[src/rtl/pong_pkg.sv]
// Shared constants for the pong datapath, game controller and text overlay.
//   pong_state_t : game state encoding (also exported on the controller's state port)
//   DEF_TICK_Y/X : scan position where the once-per-frame tick fires
//   FRAME_HZ     : frame rate; the default post-point wait is two seconds of frames
package pong_pkg;

    typedef enum logic [1:0] {
        ST_NEWGAME = 2'd0,
        ST_PLAY    = 2'd1,
        ST_NEWBALL = 2'd2,
        ST_OVER    = 2'd3
    } pong_state_t;

    localparam int DEF_TICK_Y       = 481;
    localparam int DEF_TICK_X       = 0;
    localparam int FRAME_HZ         = 60;
    localparam int DEF_TIMER_FRAMES = 2 * FRAME_HZ;
    localparam int TIMER_W          = 8;

    // Scores stop at 15 rather than wrapping back to 0.
    function automatic logic [3:0] score_inc(input logic [3:0] s);
        return (s == 4'd15) ? s : s + 4'd1;
    endfunction

endpackage

[src/rtl/pong_frame_timer.sv]
// Frame-count down timer.
//   clk, reset : pixel clock, async active-high reset (count clears to 0)
//   load       : reload with TIMER_FRAMES; wins over a coincident tick
//   tick       : one-cycle frame pulse; decrements while nonzero
//   done       : count has reached zero
module pong_frame_timer #(
    parameter int TIMER_FRAMES = 120,
    parameter int W            = 8
) (
    input  logic clk,
    input  logic reset,
    input  logic load,
    input  logic tick,
    output logic done
);

    logic [W-1:0] count;

    always_ff @(posedge clk or posedge reset) begin
        if (reset)
            count <= '0;
        else if (load)
            count <= W'(TIMER_FRAMES);
        else if (tick && count != '0)
            count <= count - W'(1);
    end

    assign done = (count == '0);

endmodule

[src/rtl/pong_game_ctrl.sv]
// Game-level sequencer for two-player pong: serve/point/game-over FSM,
// score keeping and frame-based waits.
//   clk, reset     : pixel clock, async active-high reset
//   btn[3:0]       : raw player buttons (asynchronous), any press serves
//   x, y           : current scan position, used to derive the frame tick
//   pts_1, pts_2   : level "ball left the field" flags from pong_graph
//   gra_still      : freeze ball/paddles whenever not in PLAY
//   score_1/2      : binary scores
//   game_over      : high in OVER; winner valid while it is high
//   state          : current state for overlay text selection
module pong_game_ctrl
    import pong_pkg::*;
#(
    parameter int WIN_SCORE    = 5,
    parameter int TIMER_FRAMES = DEF_TIMER_FRAMES,
    parameter int TICK_Y       = DEF_TICK_Y,
    parameter int TICK_X       = DEF_TICK_X
) (
    input  logic       clk,
    input  logic       reset,
    input  logic [3:0] btn,
    input  logic [9:0] x,
    input  logic [9:0] y,
    input  logic       pts_1,
    input  logic       pts_2,
    output logic       gra_still,
    output logic [3:0] score_1,
    output logic [3:0] score_2,
    output logic       game_over,
    output logic       winner,
    output logic [1:0] state
);

    logic [3:0]  btn_meta, btn_sync;
    logic        any_btn, tick, timer_load, timer_done;
    pong_state_t state_q, state_d;
    logic [3:0]  score_1_d, score_2_d;
    logic        winner_d;

    always_ff @(posedge clk or posedge reset) begin
        if (reset) begin
            btn_meta <= '0;
            btn_sync <= '0;
        end else begin
            btn_meta <= btn;
            btn_sync <= btn_meta;
        end
    end

    assign any_btn = |btn_sync;
    assign tick    = (y == 10'(TICK_Y)) && (x == 10'(TICK_X));

    pong_frame_timer #(
        .TIMER_FRAMES (TIMER_FRAMES),
        .W            (TIMER_W)
    ) u_timer (
        .clk   (clk),
        .reset (reset),
        .load  (timer_load),
        .tick  (tick),
        .done  (timer_done)
    );

    // Leaving PLAY happens on the first cycle pts_* is seen, so a level that
    // stays high while the ball is off-screen scores only once.
    always_comb begin
        state_d    = state_q;
        score_1_d  = score_1;
        score_2_d  = score_2;
        winner_d   = winner;
        timer_load = 1'b0;
        case (state_q)
            ST_NEWGAME: begin
                score_1_d = '0;
                score_2_d = '0;
                if (any_btn) state_d = ST_PLAY;
            end
            ST_PLAY: begin
                if (pts_1 && pts_2) begin
                    state_d    = ST_NEWBALL;
                    timer_load = 1'b1;
                end else if (pts_1) begin
                    score_1_d  = score_inc(score_1);
                    timer_load = 1'b1;
                    if (score_1_d == 4'(WIN_SCORE)) begin
                        state_d  = ST_OVER;
                        winner_d = 1'b0;
                    end else begin
                        state_d  = ST_NEWBALL;
                    end
                end else if (pts_2) begin
                    score_2_d  = score_inc(score_2);
                    timer_load = 1'b1;
                    if (score_2_d == 4'(WIN_SCORE)) begin
                        state_d  = ST_OVER;
                        winner_d = 1'b1;
                    end else begin
                        state_d  = ST_NEWBALL;
                    end
                end
            end
            ST_NEWBALL: begin
                // A button held through the wait serves the moment it ends.
                if (timer_done && any_btn) state_d = ST_PLAY;
            end
            ST_OVER: begin
                if (timer_done) begin
                    state_d   = ST_NEWGAME;
                    score_1_d = '0;
                    score_2_d = '0;
                end
            end
            default: state_d = ST_NEWGAME;
        endcase
    end

    always_ff @(posedge clk or posedge reset) begin
        if (reset) begin
            state_q <= ST_NEWGAME;
            score_1 <= '0;
            score_2 <= '0;
            winner  <= 1'b0;
        end else begin
            state_q <= state_d;
            score_1 <= score_1_d;
            score_2 <= score_2_d;
            winner  <= winner_d;
        end
    end

    assign state     = state_q;
    assign gra_still = (state_q != ST_PLAY);
    assign game_over = (state_q == ST_OVER);

endmodule

[config.mk]
export PLATFORM = sky130hd
export DESIGN_NAME = pong_game_ctrl
export DESIGN_NICKNAME = d
export VERILOG_FILES = /design/src/rtl/pong_pkg.sv /design/src/rtl/pong_frame_timer.sv /design/src/rtl/pong_game_ctrl.sv
export SDC_FILE = /design/constraint.sdc
export NUM_CORES = 1
export LEC_CHECK = 0
export BUFFER_PORTS_ARGS = -buffer_cell sky130_fd_sc_hd__buf_2
export CAP_MARGIN = 25
export CORE_MARGIN = 3
export CORE_UTILIZATION = 39
export CTS_CLUSTER_DIAMETER = 50
export DETAILED_ROUTE_END_ITERATION = 16
export PLACE_DENSITY = 0.69
export SLEW_MARGIN = 20
export SYNTH_ARGS = -nofsm -noshare
export SYNTH_HDL_FRONTEND = slang
export SYNTH_HIERARCHICAL = 1
export SYNTH_SLANG_ARGS = --single-unit
[constraint.sdc]
create_clock -name clk -period 2.62 [get_ports clk]
set_clock_uncertainty 0.05 [all_clocks]
set_input_delay 0.524 -clock clk [delete_from_list [all_inputs] [get_ports clk]]
set_output_delay 0.524 -clock clk [all_outputs]
set_load 0.01 [all_outputs]
==> summary.md <==
| Metric | Value |
|---|---|
| Final core area utilization | 0.503 |
| Reg2reg end | score_2[1] |
| Number of distinct standard cells referenced by the synthesized netlist | 43 |
| Switching power total | about 320 uW |
| Worst Setup End Kind | flop |
| Areal power density over the cells | 556 nW/um^2 |
| Tightest Pin Transition | about 710 ps |
| Die Height | 66.3 um |
| Net count after synthesis | around 170 |
| Number of nets at the end of the flow | ~220 |
| Highest-delay cell along the critical path | sky130_fd_sc_hd__dfrtp_1 |
| Placer Congestion | between 0.8 and 0.9 |
| Area of the core | approximately 3400 um^2 |
| Per-instance average area after synthesis | approximately 10 um^2 |
| Initial DRC Count | 62 |
| Worst Setup Slack post-DPL | about 160 ps |
| Critical register-to-register path startpoint | u_timer/count[0] |
| Dominant combinational cell family by area after synthesis | simple AND/OR/NAND/NOR gates |
| Final Total Pwr | roughly 950 uW |
| Highest clock rate | about 470 MHz |
| DRT antenna net count | 0 |
| Synthesized flop and latch total | 27 |
| Crit share post-route | 0.807 |
| Adder-cell share of the synthesized area | 0.0353 |
| Layout cell share with drive strength beyond 1 | 0.293 |
| Die Footprint | 4390 um^2 |
| Wire length of the first global-routing pass | ~5200 um |
| Max clock buf depth | 2 |
| Combined global-route utilization of all metal layers | 0.150 |
| Number of pins with negative max-slew slack in the final report | 0 |
| Maximum capacitance violations | 0 |
| Slack of the critical path | about 500 ps |
| Maximum fanout along the worst path | 5 |
| Sequential share of power | 0.557 |
| Setup slack on the worst flop-to-flop path | a little over 500 ps |
| Status | finished clean |
| Post-route DRC | 0 |
| Average vias per placed instance | between 5 and 6 |
| Share of the synthesized netlist area taken by xor and xnor gates | 0.0186 |
| Cells resized by post-CTS repair | 0 |
| Proportion of register bits with asynchronous set or reset after synthesis | 1.00 |
| Final-layout fill cell count | about 320 |
| Post-detailed-placement cell area | ~1700 um^2 |
| Total overflow reported by the global router | 0 |
| Routed len/inst | ~13 um |
| Number of I/O pins | 41 |
| Die width | around 66 um |
| Worst supply voltage drop on vdd | ~0.34 mV |
| Setup repair after global routing missed its margin | false |
| Crit path arrival time | around 2300 ps |
| Cell-by-cell trace of the critical path | inv_1 -> ha_1 -> nor4b_4 -> and2_1 -> a21boi_0 -> a21oi_1 -> o21ai_1 -> a32o_1 |
| Synth-to-Final Area Change | 21.2% |
| Number of detailed-route iterations in the first pass | 4 |
| Worst relative slew slack | 0.529 |
| Final hold violation count | 0 |
| Overall via count from detail_route | approximately 1200 |
| FF-to-FF path depth | 8 |
| Total number of clock tree sinks | 27 |
| Number of setup violations in the final report | 0 |
| Kind of critical path | flop to flop |
| Number of enable-type register cells in the synthesized netlist | 0 |
| Clk pwr share | 0.189 |
| Clk_lat worst skew | 320 ps |
| Min cycle time layout | approximately 2100 ps |
| Combinational share of power | 0.254 |
| Seq/Total Area, Yosys | 0.477 |
| Leakage component of the power | approximately 0.77 nW |
| Number of diodes added for antenna fixing | 0 |
| Top cell family by delay on the critical path | compound AO/OA/AOI/OAI gates |
| Initial antenna violation count | 0 |
| Post-Syn Area | approximately 1400 um^2 |
| Clock tree from TritonCTS | done |
| Number of rows in the core area | 21 |
| Initial standard-cell utilization of the core | 0.415 |
| Element type at the critical path start | flop |
| Max H-tree Level | 1 |
| Sw frac | 0.332 |
| Via count of the first global-routing pass | about 1200 |
| CP Buf/Inv Count | 1 |
| Maximum number of pins on one net before global-route repair | 20 |
| Total Routed Length | roughly 3000 um |
| Post CTS Setup Buffer Count | 0 |
| Post-synthesis simple-gate area fraction | 0.237 |
| Number of CTS-inserted buffers | 3 |
| Proportion of synthesized area in mux cells | 0.0300 |
| Yosys warnings | 6 |
| Launching instance or port of the critical path | u_timer/count[0] |
| Placed wire-length estimate | 2370 um |
| Synth Flop Type | sky130_fd_sc_hd__dfrtp_1 |
| Fin Setup TNS | 0 ps |
| Clock root cell | sky130_fd_sc_hd__clkbuf_4 |
| Worst endpoint required time | about 2800 ps |
| Layout Cell Area excl Fill | 1720 um^2 |
| Class of the worst hold path | primary input to async pin |
| # hold bufs at CTS | 0 |
| Clock-pin slew of the registers on the worst-case setup and hold paths | ~150 ps |
| Post-synthesis compound-gate area fraction | 0.176 |
| Delay of the slowest cell on the worst path | ~430 ps |
| Internal power | about 640 uW |
| Count of input and output buffers | 40 |
| Number of instances in the synthesized netlist | approximately 140 |
-- synthesized netlist by cell type, drive strengths merged (2+ instances only) --
master | number | share of area
nand2 | 10 | 0.027
nor2 | 10 | 0.028
nand3 | 10 | 0.035
inv | 10 | 0.026
a21boi | 2 | 0.011
a21oi | 10 | 0.035
nor4 | 5 | 0.026
nor4b | 2 | 0.023
nor2b | 2 | 0.0088
a2111o | 2 | 0.016
and2 | 2 | 0.0088
a31oi | 2 | 0.0088
dfrtp | 27 | 0.48
mux2 | 2 | 0.016
nor3 | 5 | 0.018
mux2i | 2 | 0.014
xnor2 | 3 | 0.019
or3 | 2 | 0.012
o21ai | 9 | 0.032
nand2b | 4 | 0.018
o31ai | 2 | 0.011
ha | 4 | 0.035
a21o | 2 | 0.011
-- final cells by class --
type	instances	area, um^2	share of cell area
clock buffers	3	22.5	0.0131
clock inverters	1	5.00	0.00292
inverters	10	37.5	0.0219
multi-input cells	105	703	0.410
flip-flops and latches	27	676	0.394
well taps	46	57.6	0.0335
repair buffers	42	215	0.125
-- power by group through the flow --
stage	Sequential, mW	Combinational (mW)	Clock (mW)
finish	0.531	0.242	0.180
global route	0.544	0.273	0.204
CTS	0.532	0.246	0.188
detailed placement	0.540	0.243	0
global placement	0.534	0.237	0
floorplan	0.542	0.140	0
-- routing by layer --
metal	vias up	routed length, um	GRT usage
met4	0	16	0.0482
met5	-	0	0
li1	620	-	-
met3	2	195	0.0272
met1	576	1390	0.195
met2	36	1450	0.249
-- cells by family (layout without fill, tap and decap cells) --
group / after synthesis / after routing
adder cells (fa/ha/maj): 4 / 4
multiplexers: 4 / 4
XOR/XNOR: 3 / 3
buffers and inverters: 10 / 56
AND/OR/NAND/NOR: 57 / 57
flip-flops: 27 / 27
AO/OA/AOI/OAI: 37 / 37
-- worst max path at each step --
stage	end	slack [ps]	cells after the start
floorplan	u_timer/count[7]	300	6
global placement	u_timer/count[7]	260	7
detailed placement	u_timer/count[7]	160	7
CTS	score_2[1]	480	8
global route	u_timer/count[7]	310	7
finish	score_2[1]	500	8
-- per-stage QoR --
step | hold WS [ps] | cells
after floorplan | 281 | 142
after global placement | 281 | 230
after detailed placement | 285 | 230
after CTS | 89.2 | 234
after global routing | 101 | 234
final | 84.3 | 234
-- registers in the layout, indices dropped and copies added, names as in the netlist --
name,flops
state,2
btn_sync,4
winner,1
score_1,4
u_timer/count,8
btn_meta,4
score_2,4
-- layout by cell type, fill, tap and decap left out, types with 2 or more instances in the layout --
cell type / synthesis / routed
sky130_fd_sc_hd__a21oi_1: 10 / 10
sky130_fd_sc_hd__nand2b_1: 4 / 4
sky130_fd_sc_hd__o21ai_0: 7 / 7
sky130_fd_sc_hd__buf_4: 0 / 2
sky130_fd_sc_hd__dfrtp_1: 27 / 27
sky130_fd_sc_hd__mux2i_1: 2 / 2
sky130_fd_sc_hd__nor3_1: 5 / 5
sky130_fd_sc_hd__nor2_1: 9 / 9
sky130_fd_sc_hd__nor2b_1: 2 / 2
sky130_fd_sc_hd__and2_1: 2 / 2
sky130_fd_sc_hd__a21boi_0: 2 / 2
sky130_fd_sc_hd__o21ai_1: 2 / 2
sky130_fd_sc_hd__a2111o_1: 2 / 2
sky130_fd_sc_hd__ha_1: 4 / 4
sky130_fd_sc_hd__o31ai_1: 2 / 2
sky130_fd_sc_hd__a21o_1: 2 / 2
sky130_fd_sc_hd__nand3_1: 10 / 10
sky130_fd_sc_hd__inv_1: 9 / 9
sky130_fd_sc_hd__xnor2_1: 3 / 3
sky130_fd_sc_hd__nand2_1: 10 / 10
sky130_fd_sc_hd__a31oi_1: 2 / 2
sky130_fd_sc_hd__clkbuf_4: 0 / 3
sky130_fd_sc_hd__nor4_1: 4 / 4
sky130_fd_sc_hd__buf_2: 0 / 40
No activity file was read; power rests on OpenSTA's default activity.
